===== config.mk =====
export PLATFORM = sky130hd
export DESIGN_NAME = tuner_seq_arbiter
export DESIGN_NICKNAME = d
export VERILOG_FILES = /design/src/rtl/tuner_seq_pkg.sv /design/src/rtl/tuner_seq_arbiter_wdog.sv /design/src/rtl/tuner_seq_arbiter.sv
export SDC_FILE = /design/constraint.sdc
export NUM_CORES = 1
export LEC_CHECK = 0
export CORE_MARGIN = 1.5
export CORE_UTILIZATION = 39
export DETAILED_ROUTE_END_ITERATION = 8
export GPL_TIMING_DRIVEN = 0
export PLACE_DENSITY = 0.84
export SLEW_MARGIN = 5
export SYNTH_ARGS = -nofsm -noshare
export SYNTH_HDL_FRONTEND = slang
export SYNTH_HIERARCHICAL = 1
export SYNTH_SLANG_ARGS = --single-unit

===== constraint.sdc =====
create_clock -name clk -period 3.1 [get_ports clk]
set_input_delay 0.62 -clock clk [delete_from_list [all_inputs] [get_ports clk]]
set_output_delay 0.62 -clock clk [all_outputs]
set_load 0.05 [all_outputs]

===== src/rtl/tuner_seq_pkg.sv =====
// ----------------------------------------------------------------------------
// tuner_seq_pkg
// Shared definitions for the tuner frame sequencer / memory arbiter.
//   - seq_state_t : sequencer state encoding (IDLE, RUN, GAP)
//   - DEF_DATA_W / DEF_ADDR_W : sample-memory widths shared with the memory
//     and FFT blocks
//   - DEF_N_STAGES / DEF_STAGE_IDX_W and stageIdxW() : stage-index width
//     helpers
// ----------------------------------------------------------------------------
package tuner_seq_pkg;

   typedef enum logic [1:0] {
      IDLE = 2'd0,
      RUN  = 2'd1,
      GAP  = 2'd2
   } seq_state_t;

   localparam int DEF_DATA_W   = 10;
   localparam int DEF_ADDR_W   = 11;
   localparam int DEF_N_STAGES = 3;

   // Index width for a stage counter; never narrower than one bit so the
   // cur_stage port stays a legal vector.
   function automatic int stageIdxW(input int n);
      return (n < 2) ? 1 : $clog2(n);
   endfunction

   localparam int DEF_STAGE_IDX_W = stageIdxW(DEF_N_STAGES);

endpackage


===== src/rtl/tuner_seq_arbiter_wdog.sv =====
// ----------------------------------------------------------------------------
// tuner_seq_wdog
// Per-stage watchdog for the tuner sequencer. Counts consecutive RUN cycles
// and flags a timeout on the cycle in which the count reaches
// TIMEOUT_CYCLES, so the sequencer leaves RUN exactly TIMEOUT_CYCLES cycles
// after entering it. The counter is held at zero whenever the sequencer is
// not in RUN, which gives the clear-on-entry behaviour (every entry into RUN
// comes from IDLE or GAP).
// Only instantiated when TUNER_SEQ_WDOG_EN is defined.
//
// Ports:
//   clk        in   system clock
//   rst_n      in   asynchronous active-low reset
//   run_i      in   sequencer is currently in RUN
//   timeout_o  out  current RUN cycle is the TIMEOUT_CYCLES-th without done
// ----------------------------------------------------------------------------
module tuner_seq_wdog #(
   parameter int TIMEOUT_CYCLES = 65536
) (
   input  logic clk,
   input  logic rst_n,
   input  logic run_i,
   output logic timeout_o
);

   localparam int CNT_W = $clog2(TIMEOUT_CYCLES + 1);

   logic [CNT_W-1:0] cnt_q;
   logic [CNT_W-1:0] cnt_d;

   // Count RUN cycles; anything other than RUN parks the counter at zero.
   always_comb begin
      cnt_d = '0;
      if (run_i) begin
         cnt_d = cnt_q + CNT_W'(1);
      end
   end

   // Counter register.
   always_ff @(posedge clk or negedge rst_n) begin
      if (!rst_n) begin
         cnt_q <= '0;
      end else begin
         cnt_q <= cnt_d;
      end
   end

   // cnt_q is zero in the first RUN cycle, so TIMEOUT_CYCLES-1 marks the
   // last cycle the stage is allowed to run.
   assign timeout_o = run_i && (cnt_q == CNT_W'(TIMEOUT_CYCLES - 1));

endmodule


===== src/rtl/tuner_seq_arbiter.sv =====
// ----------------------------------------------------------------------------
// tuner_seq_arbiter
// Frame sequencer and shared sample-memory arbiter for the tuner datapath.
// Runs N_STAGES stages strictly in order, giving the active stage a level
// start and muxing its write port onto the single memory port. A one-cycle
// GAP with no grant separates consecutive stages. Supports single-shot and
// continuous frames, a wrapping 16-bit frame counter and abort.
//
// Optional feature: define TUNER_SEQ_WDOG_EN to compile in a per-stage
// watchdog (tuner_seq_wdog) that aborts a stage after TIMEOUT_CYCLES and
// sets the sticky error flag. Without it, error is tied low.
//
// Ports:
//   clk, rst_n     clock, asynchronous active-low reset
//   start          begin a frame (only honoured in IDLE)
//   mode_cont      loop back to stage 0 after the last stage
//   abort          return to IDLE, overrides everything
//   stage_start    one-hot level start per stage (registered)
//   stage_done     per-stage completion flag
//   stage_we/addr/wdata  per-stage memory write port, stage i at slice i
//   mem_we/addr/wdata    shared memory port (combinational mux)
//   busy           state != IDLE
//   cur_stage      index of granted / next stage
//   frame_done     one-cycle pulse after the last stage completes
//   frame_count    completed frames, wraps
//   error          sticky watchdog error
// ----------------------------------------------------------------------------
module tuner_seq_arbiter
   import tuner_seq_pkg::*;
#(
   parameter int DATA_W         = DEF_DATA_W,
   parameter int ADDR_W         = DEF_ADDR_W,
   parameter int N_STAGES       = DEF_N_STAGES,
   parameter int TIMEOUT_CYCLES = 65536
) (
   input  logic                                 clk,
   input  logic                                 rst_n,
   input  logic                                 start,
   input  logic                                 mode_cont,
   input  logic                                 abort,
   output logic [N_STAGES-1:0]                  stage_start,
   input  logic [N_STAGES-1:0]                  stage_done,
   input  logic [N_STAGES-1:0]                  stage_we,
   input  logic [N_STAGES*ADDR_W-1:0]           stage_addr,
   input  logic [N_STAGES*DATA_W-1:0]           stage_wdata,
   output logic                                 mem_we,
   output logic [ADDR_W-1:0]                    mem_addr,
   output logic [DATA_W-1:0]                    mem_wdata,
   output logic                                 busy,
   output logic [stageIdxW(N_STAGES)-1:0]       cur_stage,
   output logic                                 frame_done,
   output logic [15:0]                          frame_count,
   output logic                                 error
);

   localparam int                IDX_W = stageIdxW(N_STAGES);
   localparam logic [IDX_W-1:0]  LAST  = IDX_W'(N_STAGES - 1);

   seq_state_t           state_q, state_d;
   logic [IDX_W-1:0]     cur_stage_q, cur_stage_d;
   logic [N_STAGES-1:0]  stage_start_q, stage_start_d;
   logic                 busy_q, busy_d;
   logic                 frame_done_q, frame_done_d;
   logic [15:0]          frame_count_q, frame_count_d;
   logic                 cur_done;

`ifdef TUNER_SEQ_WDOG_EN
   logic                 wdog_timeout;
   logic                 error_q, error_d;

   tuner_seq_wdog #(
      .TIMEOUT_CYCLES (TIMEOUT_CYCLES)
   ) u_wdog (
      .clk       (clk),
      .rst_n     (rst_n),
      .run_i     (state_q == RUN),
      .timeout_o (wdog_timeout)
   );
`endif

   // Only the granted stage's done is looked at; other bits are don't-care.
   assign cur_done = stage_done[cur_stage_q];

   // Next-state logic. Priority is abort, then done of the granted stage,
   // then watchdog timeout. stage_start and busy are computed from the next
   // state so that they can be registered alongside it.
   always_comb begin
      state_d       = state_q;
      cur_stage_d   = cur_stage_q;
      frame_done_d  = 1'b0;
      frame_count_d = frame_count_q;
`ifdef TUNER_SEQ_WDOG_EN
      error_d       = error_q;
`endif

      if (abort) begin
         state_d     = IDLE;
         cur_stage_d = '0;
      end else begin
         unique case (state_q)
            IDLE: begin
               if (start) begin
                  state_d     = RUN;
                  cur_stage_d = '0;
`ifdef TUNER_SEQ_WDOG_EN
                  error_d     = 1'b0;
`endif
               end
            end
            RUN: begin
               if (cur_done) begin
                  if (cur_stage_q == LAST) begin
                     frame_done_d  = 1'b1;
                     frame_count_d = frame_count_q + 16'd1;
                     cur_stage_d   = '0;
                     state_d       = mode_cont ? GAP : IDLE;
                  end else begin
                     cur_stage_d = cur_stage_q + IDX_W'(1);
                     state_d     = GAP;
                  end
               end
`ifdef TUNER_SEQ_WDOG_EN
               else if (wdog_timeout) begin
                  error_d     = 1'b1;
                  state_d     = IDLE;
                  cur_stage_d = '0;
               end
`endif
            end
            GAP: begin
               state_d = RUN;
            end
            default: begin
               state_d     = IDLE;
               cur_stage_d = '0;
            end
         endcase
      end

      stage_start_d = '0;
      if (state_d == RUN) begin
         stage_start_d = N_STAGES'(1) << cur_stage_d;
      end
      busy_d = (state_d != IDLE);
   end

   // State and registered-output flops.
   always_ff @(posedge clk or negedge rst_n) begin
      if (!rst_n) begin
         state_q       <= IDLE;
         cur_stage_q   <= '0;
         stage_start_q <= '0;
         busy_q        <= 1'b0;
         frame_done_q  <= 1'b0;
         frame_count_q <= '0;
      end else begin
         state_q       <= state_d;
         cur_stage_q   <= cur_stage_d;
         stage_start_q <= stage_start_d;
         busy_q        <= busy_d;
         frame_done_q  <= frame_done_d;
         frame_count_q <= frame_count_d;
      end
   end

`ifdef TUNER_SEQ_WDOG_EN
   // Sticky watchdog error flag.
   always_ff @(posedge clk or negedge rst_n) begin
      if (!rst_n) begin
         error_q <= 1'b0;
      end else begin
         error_q <= error_d;
      end
   end
   assign error = error_q;
`else
   assign error = 1'b0;
`endif

   // Memory port mux: only a stage in RUN owns the port; GAP and IDLE
   // drive an all-zero write port so nothing reaches memory between stages.
   always_comb begin
      mem_we    = 1'b0;
      mem_addr  = '0;
      mem_wdata = '0;
      if (state_q == RUN) begin
         mem_we    = stage_we[cur_stage_q];
         mem_addr  = stage_addr[int'(cur_stage_q)*ADDR_W +: ADDR_W];
         mem_wdata = stage_wdata[int'(cur_stage_q)*DATA_W +: DATA_W];
      end
   end

   assign stage_start = stage_start_q;
   assign busy        = busy_q;
   assign cur_stage   = cur_stage_q;
   assign frame_done  = frame_done_q;
   assign frame_count = frame_count_q;

endmodule


---- Yosys cells after proc, flatten, opt, wreduce, memory -nomap -nowiden ----
Index checks and enable logic that the tools add are counted.
word-level totals
  bits in registers ....................... 25
  input port bits ......................... 74
  output and inout bits ................... 46
  logic and storage cells ................. 45
operators by class
  add/subtract/negate cells ............... 2
  $mul .................................... 2
  $lt $le $gt $ge ......................... 1
  equal/unequal tests ..................... 4
  shift-type cells ........................ 3
  mux-type cells .......................... 23
  bitwise operators ....................... 1
  reduce and logical (&&, ||, !) cells .... 3
operators with widths
  kind                     count
  $shiftx A33 B7 Y11       1
  $shiftx A30 B7 Y10       1
  $mux W2                  9
  $add A16 B1 Y16 const B  1
  $pmux W2 S3              2
  $mux W11                 1
  $mux W10                 1
  $mux W1                  7
  $mul A2 B4 Y6 const B    1
  $mul A2 B3 Y5 const B    1
  $bmux W1 S2              2
  $eq A2 B1 Y1 const B     2
  $eq A2 B2 Y1 const B     2
  $reduce_and A4 Y1        1
  $lt A2 B3 Y1 const B     1
  $mux W3                  1
  $shl A1 B2 Y3 const A    1
  $add A2 B1 Y2 const B    1
  $logic_not A2 Y1         1
  $reduce_bool A2 Y1       1
  $not A1 Y1               1

---- Logic depth before layout (Yosys ltp) ----
Gate-level depths: netlist of run 1.
  depth in word-level cells ............... 7
  gate-level depth with buffers ........... 6
  mapped depth without buffers ............ 5

---- Worst setup path before layout of run 1 ----
Ideal clock, no wire load.
  kind .................................... reg2out
  start ................................... register cur_stage_q[1], in the netlist cur_stage[1]
  end ..................................... output mem_addr[0]
  arrival ................................. 2231 ps
  required time ........................... 2480 ps
  slack ................................... 249 ps
  stages on the path, launching flop included .. 7
  path buffers ............................ 3
  cell sequence ........................... dfrtp_1 buf_2 buf_2 nor2b_1 buf_2 a21oi_1 nor2_1
on the way
  cells in the longest elaborated chain, start to end .. 3
RTL lines
  item                    line                      text
  start, declared         tuner_seq_arbiter.sv:60   logic [IDX_W-1:0] cur_stage_q, cur_stage_d;
  start signal, assigned  tuner_seq_arbiter.sv:158  cur_stage_q <= cur_stage_d;
  $mul A2 B4 Y6           tuner_seq_arbiter.sv:188  mem_addr = stage_addr[int'(cur_stage_q)*ADDR_W +: ADDR_W];
  $shiftx A33 B7 Y11      tuner_seq_arbiter.sv:188
  $mux W11                tuner_seq_arbiter.sv:186  if (state_q == RUN) begin
  end, declared           tuner_seq_arbiter.sv:47   output logic [ADDR_W-1:0] mem_addr,
No other way between the ends.

---- Final worst setup path of run 1 ----
  start ................................... register cur_stage_q[1], in the netlist cur_stage[1]
  end ..................................... output mem_wdata[4]
on the way
  cells in the longest elaborated chain, start to end .. 3
RTL lines
  item                line                      text
  $mul A2 B3 Y5       tuner_seq_arbiter.sv:189  mem_wdata = stage_wdata[int'(cur_stage_q)*DATA_W +: DATA_W];
  $shiftx A30 B7 Y10  tuner_seq_arbiter.sv:189
  $mux W10            tuner_seq_arbiter.sv:186
  end, declared       tuner_seq_arbiter.sv:48   output logic [DATA_W-1:0] mem_wdata,
No other way between the ends.

==> impl_summary.md, run 1 <==
Layout
The library cell used most frequently in the layout, excluding fill and tap cells, is sky130_fd_sc_hd__clkdlybuf4s50_1. The finished layout holds 383 standard cells, fillers aside. Once layout is done, the placed cells without fillers occupy 3030 um^2. 0 antenna diodes ended up in the layout.

The relative area change from synthesis to final layout is 66.3%. The area taken by multi-input logic gates is 1100 um^2. In the layout the commonest cells are sky130_fd_sc_hd__clkdlybuf4s50_1, sky130_fd_sc_hd__nor2_1, sky130_fd_sc_hd__a21oi_1, sky130_fd_sc_hd__dfrtp_1, sky130_fd_sc_hd__mux2i_1. The sequential cell area in the final layout is 626 um^2. The layout has 358 filler cells.

At the end of the flow the core is filled with cells to 0.685. In the final layout, the share of cells above drive strength 1 is 0.121. After the last flow step, the layout net total stands at 407.

Drt
The total iterations of the first detailed-routing run is 4. The average wire per standard cell is 14.6 um. In this run, the number of DRC markers left after iteration 0 of detailed routing was 69. Wires add up to 5590 um. The remaining routing DRC violations is 0.

The count of nets left with antenna violations once routing finished came out at 0. In the routed layout, each cell is associated on average with a via count of 5.16. The count of vias placed by the detailed router is 1977.

Floorplan
The floorplan step defined a die boundary enclosing 5080 um^2. The count of pins on the block boundary is 120. The initial utilization of the core area, before any placement, comes to 0.412.

The floorplan step set the die height to 71.3 um. The placeable core area is 4410 um^2. The floorplan has 24 rows. The die is 71.3 um wide.

Setup path
The path type of the worst setup path is reg -> out. The biggest cell delay along the critical path is 520 ps. Data on the critical path is required at its endpoint by 2480 ps. The sort of element at the end of the critical path is an output port. By instance count, the cell type seen most on the critical path is sky130_fd_sc_hd__buf_2. The library cell contributing the largest single delay on the critical path is sky130_fd_sc_hd__clkdlybuf4s15_1. The worst-path maximum fanout is 10.

The signal on the critical path passes through buf_2 -> buf_2 -> nor2b_1 -> buf_2 -> a21oi_1 -> nor2_1 -> clkdlybuf4s15_1. At the worst endpoint, the arrival time is 2320 ps. Grouping stages by cell kind, the critical path spends the most delay in buffers and inverters. STA classifies the critical path startpoint as a flop. The number of buffer and inverter stages on the critical path is 4.

Yosys
The portion of synthesized area spent on multiplexers is 0.133. The area share of and/or/nand/nor cells after synthesis is 0.279. The cell area after synthesis is 1820 um^2.

Of the total synthesized cell area, the portion taken by full adders, half adders and majority gates is 0.00688. Yosys printed 6 warnings. In this run, synthesis inferred 0 flip-flops with an integrated enable. The share of the Yosys chip area taken by registers is 0.344.

The post-synthesis cell type count is 44. The number of register bits inferred by synthesis is 25. The dominant combinational cell family by area after synthesis is simple AND/OR/NAND/NOR gates. When the netlist entered floorplanning its net count stood at 284. The synthesized instance count is 209. The fraction of synthesis flops using an asynchronous set or reset pin is 1.00. The fraction of the mapped netlist area in compound gates is 0.110. Of the total synthesized cell area, the portion taken by XOR and XNOR cells is 0.0763. In the synthesized netlist the dominant register cell turns out to be sky130_fd_sc_hd__dfrtp_1. The average instance area after synthesis is 8.70 um^2.

Clock network
The post-CTS repair timing setup buffer count is 0. Clock-pin slew was measured on the worst setup and hold paths at 80 ps. Clock tree synthesis found a total of 25 sinks. The CTS tree is yes. The level count of the clock H-tree is 1.

The longest clock path from root to sink contains 2 buffers. The TritonCTS buffer count is 3. The clock latency of the later-clocked register in the worst-skew pair is 270 ps. In this run the clock root is driven by a sky130_fd_sc_hd__clkbuf_8.

Job
Max-cap violations in this run came to 0.

Global routing
The number of antenna violations at the first check in global routing is 0. The pin count of the biggest net entering global routing is 26. The via count of the first global-routing pass is 1955.

For this run, the total global-route usage over all layers was measured as 0.225. The first-pass GRT wire length is 9160 um. The total congestion overflow after global routing is 0.

Timing
The shortest clock period the worst path allows after layout is 2940 ps. Across the routed clock network, the largest skew measured is 5.06 ps. The number of max-slew violations in the final report is 0.

The final number of setup-violating endpoints is 0. For this run, the top clock speed supported by timing is 340 MHz. For the final routed database, the setup TNS stands at 0 ps. The share of the clock period used by the worst path after layout is 0.949. The count of endpoints failing hold in the final timing report is 0.

In this run the tightest slew margin relative to its limit is 0.281. At the pin with the least slew margin, the transition time is 1070 ps.

Placed design
The number of instances in the placed design is 379. The number of buffers inserted by port buffering is 118. Routability-driven placement finished with a final weighted congestion of 0.819. The post-DP HPWL is 4660 um. The placed instances occupy a cell area of 3070 um^2.

Pwr
The final total power is 844 uW. The power per standard cell area is 279 nW/um^2. Across the VDD grid, the largest voltage drop is 0.000122 V.

Summed over all cells, the static leakage comes to 0.00134 uW.

Min path
The worst hold-check path type is reg -> reg.

Status
The run finished with clean final reports.
==> cells by family (layout without fill, tap and decap cells) <==
| group | Yosys count | in the layout |
|---|---|---|
| muxes | 24 | 24 |
| DFF | 25 | 25 |
| AOI/OAI and AO/OA | 35 | 35 |
| xor gates and xnor gates | 15 | 15 |
| buffers and inverters | 16 | 138 |
| adders and majority gates | 1 | 1 |
| and+or+nand+nor | 92 | 92 |
| other | 1 | 1 |
==> routing by layer <==
metal	track usage	wire length [um]	vias up
li1	-	-	965
met1	0.275	2190	924
met2	0.384	2870	81
met3	0.0647	466	7
met4	0.0671	65	0
met5	0	0	-
==> synthesized netlist by cell type, drive strengths merged, types with 4 or more instances <==
cell type / number / area [um^2]
clkbuf: 4 / 15.0
nand4: 5 / 31.3
mux2i: 23 / 230
nand2: 7 / 26.3
a21oi: 26 / 130
nor2b: 6 / 37.5
buf: 11 / 71.3
xnor2: 9 / 78.8
nor2: 48 / 180
dfrtp: 25 / 626
xor2: 6 / 60.1
and3: 4 / 30.0
and2: 4 / 25.0
==> through the flow <==
stage | hold WS, ps | setup WS, ps
finish | 480 | 157
global route | 490 | -4.01
CTS | 481 | 81.9
detailed placement | 470 | 128
global placement | 461 | 117
floorplan | 324 | 249
==> final timing paths <==
kind                                             startpoint  cells after the start                           to  slack, ps
worst max-delay path                 cur_stage[1]$_DFF_PN0_                      7                 mem_wdata[4]        160
worst min-delay path            frame_count[15]$_DFFE_PN0P_                      1  frame_count[15]$_DFFE_PN0P_        480
worst max register to register       cur_stage[1]$_DFF_PN0_                      5     stage_start[0]$_DFF_PN0_       1470
worst min register to register  frame_count[15]$_DFFE_PN0P_                      1  frame_count[15]$_DFFE_PN0P_        480
max in group asynchronous                             rst_n                      1     stage_start[0]$_DFF_PN0_       1520
min in group asynchronous                             rst_n                      1   frame_count[3]$_DFFE_PN0P_        930
==> repair_timing <==
item / CTS / global route
setup endpoints to repair: 20 / 22
gates resized for setup: 20 / 40
hold buffers: 0 / 0
==> report_power, final <==
part	switching [uW]	internal, uW
sequential	5.26	331
combinational	170	147
clock	98.9	91.9
total	274	570
==> sequential cells by signal, summed over array words and instances (netlist names) <==
signal,flops
busy,1
frame_count,16
state_q,2
cur_stage,2
stage_start,3
frame_done,1
==> layout make-up <==
type	instances	area share
Timing Repair Buffer	118	0.362
Inverter	1	0.00124
Buffer	15	0.0285
Multi-Input combinational cell	168	0.365
Clock buffer	4	0.0149
Tap cell	52	0.0215
Sequential cell	25	0.207
Power figures use the tool's default switching activity.
==> inputs of run 2 (changes only) <==
--- a/config.mk
+++ b/config.mk
@@ -7,2 +7,3 @@
 export LEC_CHECK = 0
+export CORE_ASPECT_RATIO = 0.75
 export CORE_MARGIN = 1.5
@@ -11,2 +12,3 @@
 export GPL_TIMING_DRIVEN = 0
+export HOLD_SLACK_MARGIN = 0.15
 export PLACE_DENSITY = 0.84
==> constraint.sdc (replaced) <==
create_clock -name clk -period 3.1 [get_ports clk]
set_input_delay 0.465 -clock clk [delete_from_list [all_inputs] [get_ports clk]]
set_output_delay 0.465 -clock clk [all_outputs]
set_load 0.05 [all_outputs]
==> run 2 against run 1 <==
Cell count grew 1.3%; routed wire length shrank 2.8%; first-iteration DRC count grew 22%; sequential share of layout area shrank 0.78 points; non-clock buffer count is the same; clock power is essentially flat; sequential cell count is the same; largest power group unchanged; clock skew shrank 2.0 ps; count of clock-buffer cells in the layout is the same; global-route usage shrank 0.11 points; critical path depth shrank 1.
==> impl_summary.md, run 2 (same netlist as run 1, synthesis figures left out) <==
Status
The run finished with clean final reports.

Global routing
The pin count of the biggest net entering global routing is 26 (unchanged). The combined global-route utilization of all metal layers was 0.224 (-0.00115). The first-pass GRT wire length is 8980 um (-2.0%). The via count of the first global-routing pass is 1935 (-1.0%). The number of antenna violations at the first check in global routing is 0 (unchanged). The total congestion overflow after global routing was 0 (unchanged).

Min path
In this run the worst hold path is classified as reg -> reg. The worst hold path depth is 1 (unchanged). The path with the worst hold slack has its endpoint at frame_count[15]$_DFFE_PN0P_. The source of the worst hold timing path is frame_count[15]$_DFFE_PN0P_.

Setup path
The library cell contributing the largest single delay on the critical path is sky130_fd_sc_hd__clkdlybuf4s50_1. The most common cell type on the critical path is sky130_fd_sc_hd__buf_2. Walking the worst path, the cells encountered are buf_2 -> buf_2 -> nor2b_1 -> a21oi_1 -> nor2_1 -> clkdlybuf4s50_1. The critical path data arrival time is 2380 ps (+60 ps). The path type of the worst setup path is reg -> out. The register-to-register setup slack is 1430 ps (-40 ps). The worst register-to-register path begins at state_q[0]$_DFF_PN0_. The cell count of the worst reg-to-reg path was 5 (unchanged). The endpoint required time on the critical path was 2630 ps (+150 ps). STA classifies the critical path endpoint as an output port. The biggest cell delay along the critical path came to 810 ps (+290 ps).

The worst-path maximum fanout is 10 (unchanged). The worst setup path is launched from a flop. The worst reg2reg path endpoint is stage_start[1]$_DFF_PN0_.

Job
The max-capacitance violation count is 0 (unchanged).

Floorplan
The count of pins on the block boundary is 120 (unchanged). The y dimension of the die was 62.2 um (-13%). The placeable core area is 4470 um^2 (+1.2%). The full die area is 5090 um^2 (about the same).

The starting density of the core came to 0.407 (-0.00485). The floorplan die width is 81.9 um (+15%). The row count is 21 (-13%).

Timing
The minimum setup slack in the final design is 258 ps (+100 ps). The relative slew slack is 0.283 (+0.00136). The final number of setup-violating endpoints is 0 (unchanged). The shortest clock period the worst path allows after layout is 2840 ps (-100 ps). The count of endpoints failing hold in the final timing report is 0 (unchanged). The number of max-slew violations in the final report was 0 (unchanged). The measured slew at the worst slew-check pin is 1070 ps (-2.03 ps). The final worst clock skew is 3.07 ps (-1.99 ps). Setup repair after global routing left no endpoint under its margin. The upper clock frequency limit is 352 MHz (+3.5%).

The share of the clock period used by the worst path after layout is 0.917 (-0.0324). The summed negative setup slack over all endpoints is 0 ps (unchanged).

Clock network
The TritonCTS buffer count was 3 (unchanged). The CTS sink count is 25 (unchanged). TritonCTS built the clock tree.

Clock tree synthesis selected as its root buffer the cell sky130_fd_sc_hd__clkbuf_8. The buffer depth of the longest clock path is 2 (unchanged). The hold buffer count at cts is 0 (unchanged). The clock input transition at the sequential cells of the worst setup and hold paths is 80 ps (about the same). The level count of the clock H-tree came to 1 (unchanged).

The clock latency of the later-clocked register in the worst-skew pair came to 270 ps (about the same).

Layout
The core utilization of the finished layout is 0.704 (+0.0185). The filler-free cell count of the finished design is 388 (+1.3%). The final layout net count is 407 (unchanged).

The relative area change from synthesis to final layout is 72.8%. The antenna diode instance count is 0 (unchanged). The most common cell after layout, fill and taps aside is sky130_fd_sc_hd__clkdlybuf4s50_1. The number of inserted filler cells in the final layout is 376 (+5.0%). The flip-flop count of the largest register after layout was 16 (unchanged). The post-route cell area is 3140 um^2 (+3.9%).

The fraction of layout instances using a drive strength above 1 is 0.0665 (-0.0544). Leaving out fill and tap cells, the most frequent cells in the layout are sky130_fd_sc_hd__clkdlybuf4s50_1, sky130_fd_sc_hd__nor2_1, sky130_fd_sc_hd__a21oi_1, sky130_fd_sc_hd__dfrtp_1, sky130_fd_sc_hd__mux2i_1.

Drt
The via density per instance is 5.11 (-0.94%). The average wire per standard cell was 14.0 um (-4.0%). The number of nets with antenna violations after routing came to 0 (unchanged). The number of design-rule violations left by the first detailed-router iteration is 84 (+22%). The remaining routing DRC violations is 0 (unchanged). The total iterations of the first detailed-routing run came to 5 (+1). The overall routed net length came to 5430 um (-2.8%). The count of vias placed by the detailed router is 1984 (+0.35%).

Placed design
The number of buffers inserted by port buffering is 118 (unchanged). The number of instances in the placed design is 384 (+1.3%). The post-DP HPWL is 4280 um (-8.0%).

The final weighted congestion in routability-driven placement came to 0.909 (+11%). The worst slack at placement was 288 ps (+160 ps). The cell area after placement came to 3070 um^2 (+0.20%).

Pwr
The clock network power share is 0.221 (-0.005). The internal cell power is 581 uW (+1.9%). The peak ir drop on the vdd network was 0.000176 V (+44%). The power per standard cell area is 271 nW/um^2 (-2.9%). The proportion of total power due to net switching is 0.318 (-0.00651). The cell leakage power is 0.00154 uW (+15%). The share of power burned in registers is 0.395 (-0.004). The power dissipated by switching net loads was 271 uW (-1.1%). The share of power burned in combinational logic is 0.384 (+0.009).
==> run 2: cell count changes in the layout (fill, tap and decap cells not counted) <==
cell,before,now
sky130_fd_sc_hd__dlymetal6s2s_1,2,14
sky130_fd_sc_hd__dlygate4sd2_1,0,6
sky130_fd_sc_hd__clkdlybuf4s15_1,2,0
sky130_fd_sc_hd__clkdlybuf4s50_1,96,98
sky130_fd_sc_hd__clkbuf_2,18,0
==> run 2: layer usage <==
layer,vias up,track usage,part of all wire
li1,972,-,-
met1,913,0.306,0.43
met2,87,0.351,0.47
met3,12,0.0471,0.081
met4,0,0.0657,0.021
met5,-,0,0
==> run 2: cell type report <==
type                    count  area [um^2]  area share
repair buffers            118         1210       0.384
multi-input cells         168         1100       0.351
flip-flops and latches     25          626       0.199
plain buffers              15         86.3      0.0275
well taps                  57         71.3      0.0227
clock buffers               4         45.0      0.0143
inverters                   1         3.75     0.00119
==> run 2: worst max-delay path: cells and delay by family (launching register included) <==
kind / cells / cell delay [ps]
buffers and inverters: 3 / 1270
flip-flops: 1 / 350
AO/OA/AOI/OAI: 1 / 110
AND/OR/NAND/NOR: 2 / 380
==> run 2: per-stage QoR <==
step           hold WS (ps)  total power, uW
2_1_floorplan           169              514
3_3_place_gp            465              671
3_5_place_dp            470              675
4_1_cts                 481              861
5_1_grt                 524              902
6_report                479              852
==> run 2: power groups by stage <==
stage	Sequential (uW)	Combinational, uW	Clock (uW)
after floorplan	357	157	0
after global placement	343	328	0
after detailed placement	343	332	0
after CTS	337	329	195
after global routing	338	354	211
final	337	327	188
==> run 2: how the worst max path moves through the flow <==
stage	slack [ps]	cells past startpoint	endpoint	from
floorplan	400	6	mem_addr[0]	cur_stage[1]$_DFF_PN0_
global placement	330	7	mem_addr[3]	cur_stage[1]$_DFF_PN0_
detailed placement	290	7	mem_addr[5]	cur_stage[1]$_DFF_PN0_
CTS	1	7	mem_addr[9]	cur_stage[1]$_DFF_PN0_
global route	40	6	mem_we	cur_stage[1]$_DFF_PN0_
finish	260	6	mem_addr[10]	cur_stage[1]$_DFF_PN0_
==> run 2: what timing repair did <==
item / in CTS / in global routing
cloned: 0 / 0
pin swaps: 0 / 0
gates resized for setup: 6 / 14
setup buffers: 0 / 0
endpoints found under the setup margin: 6 / 14
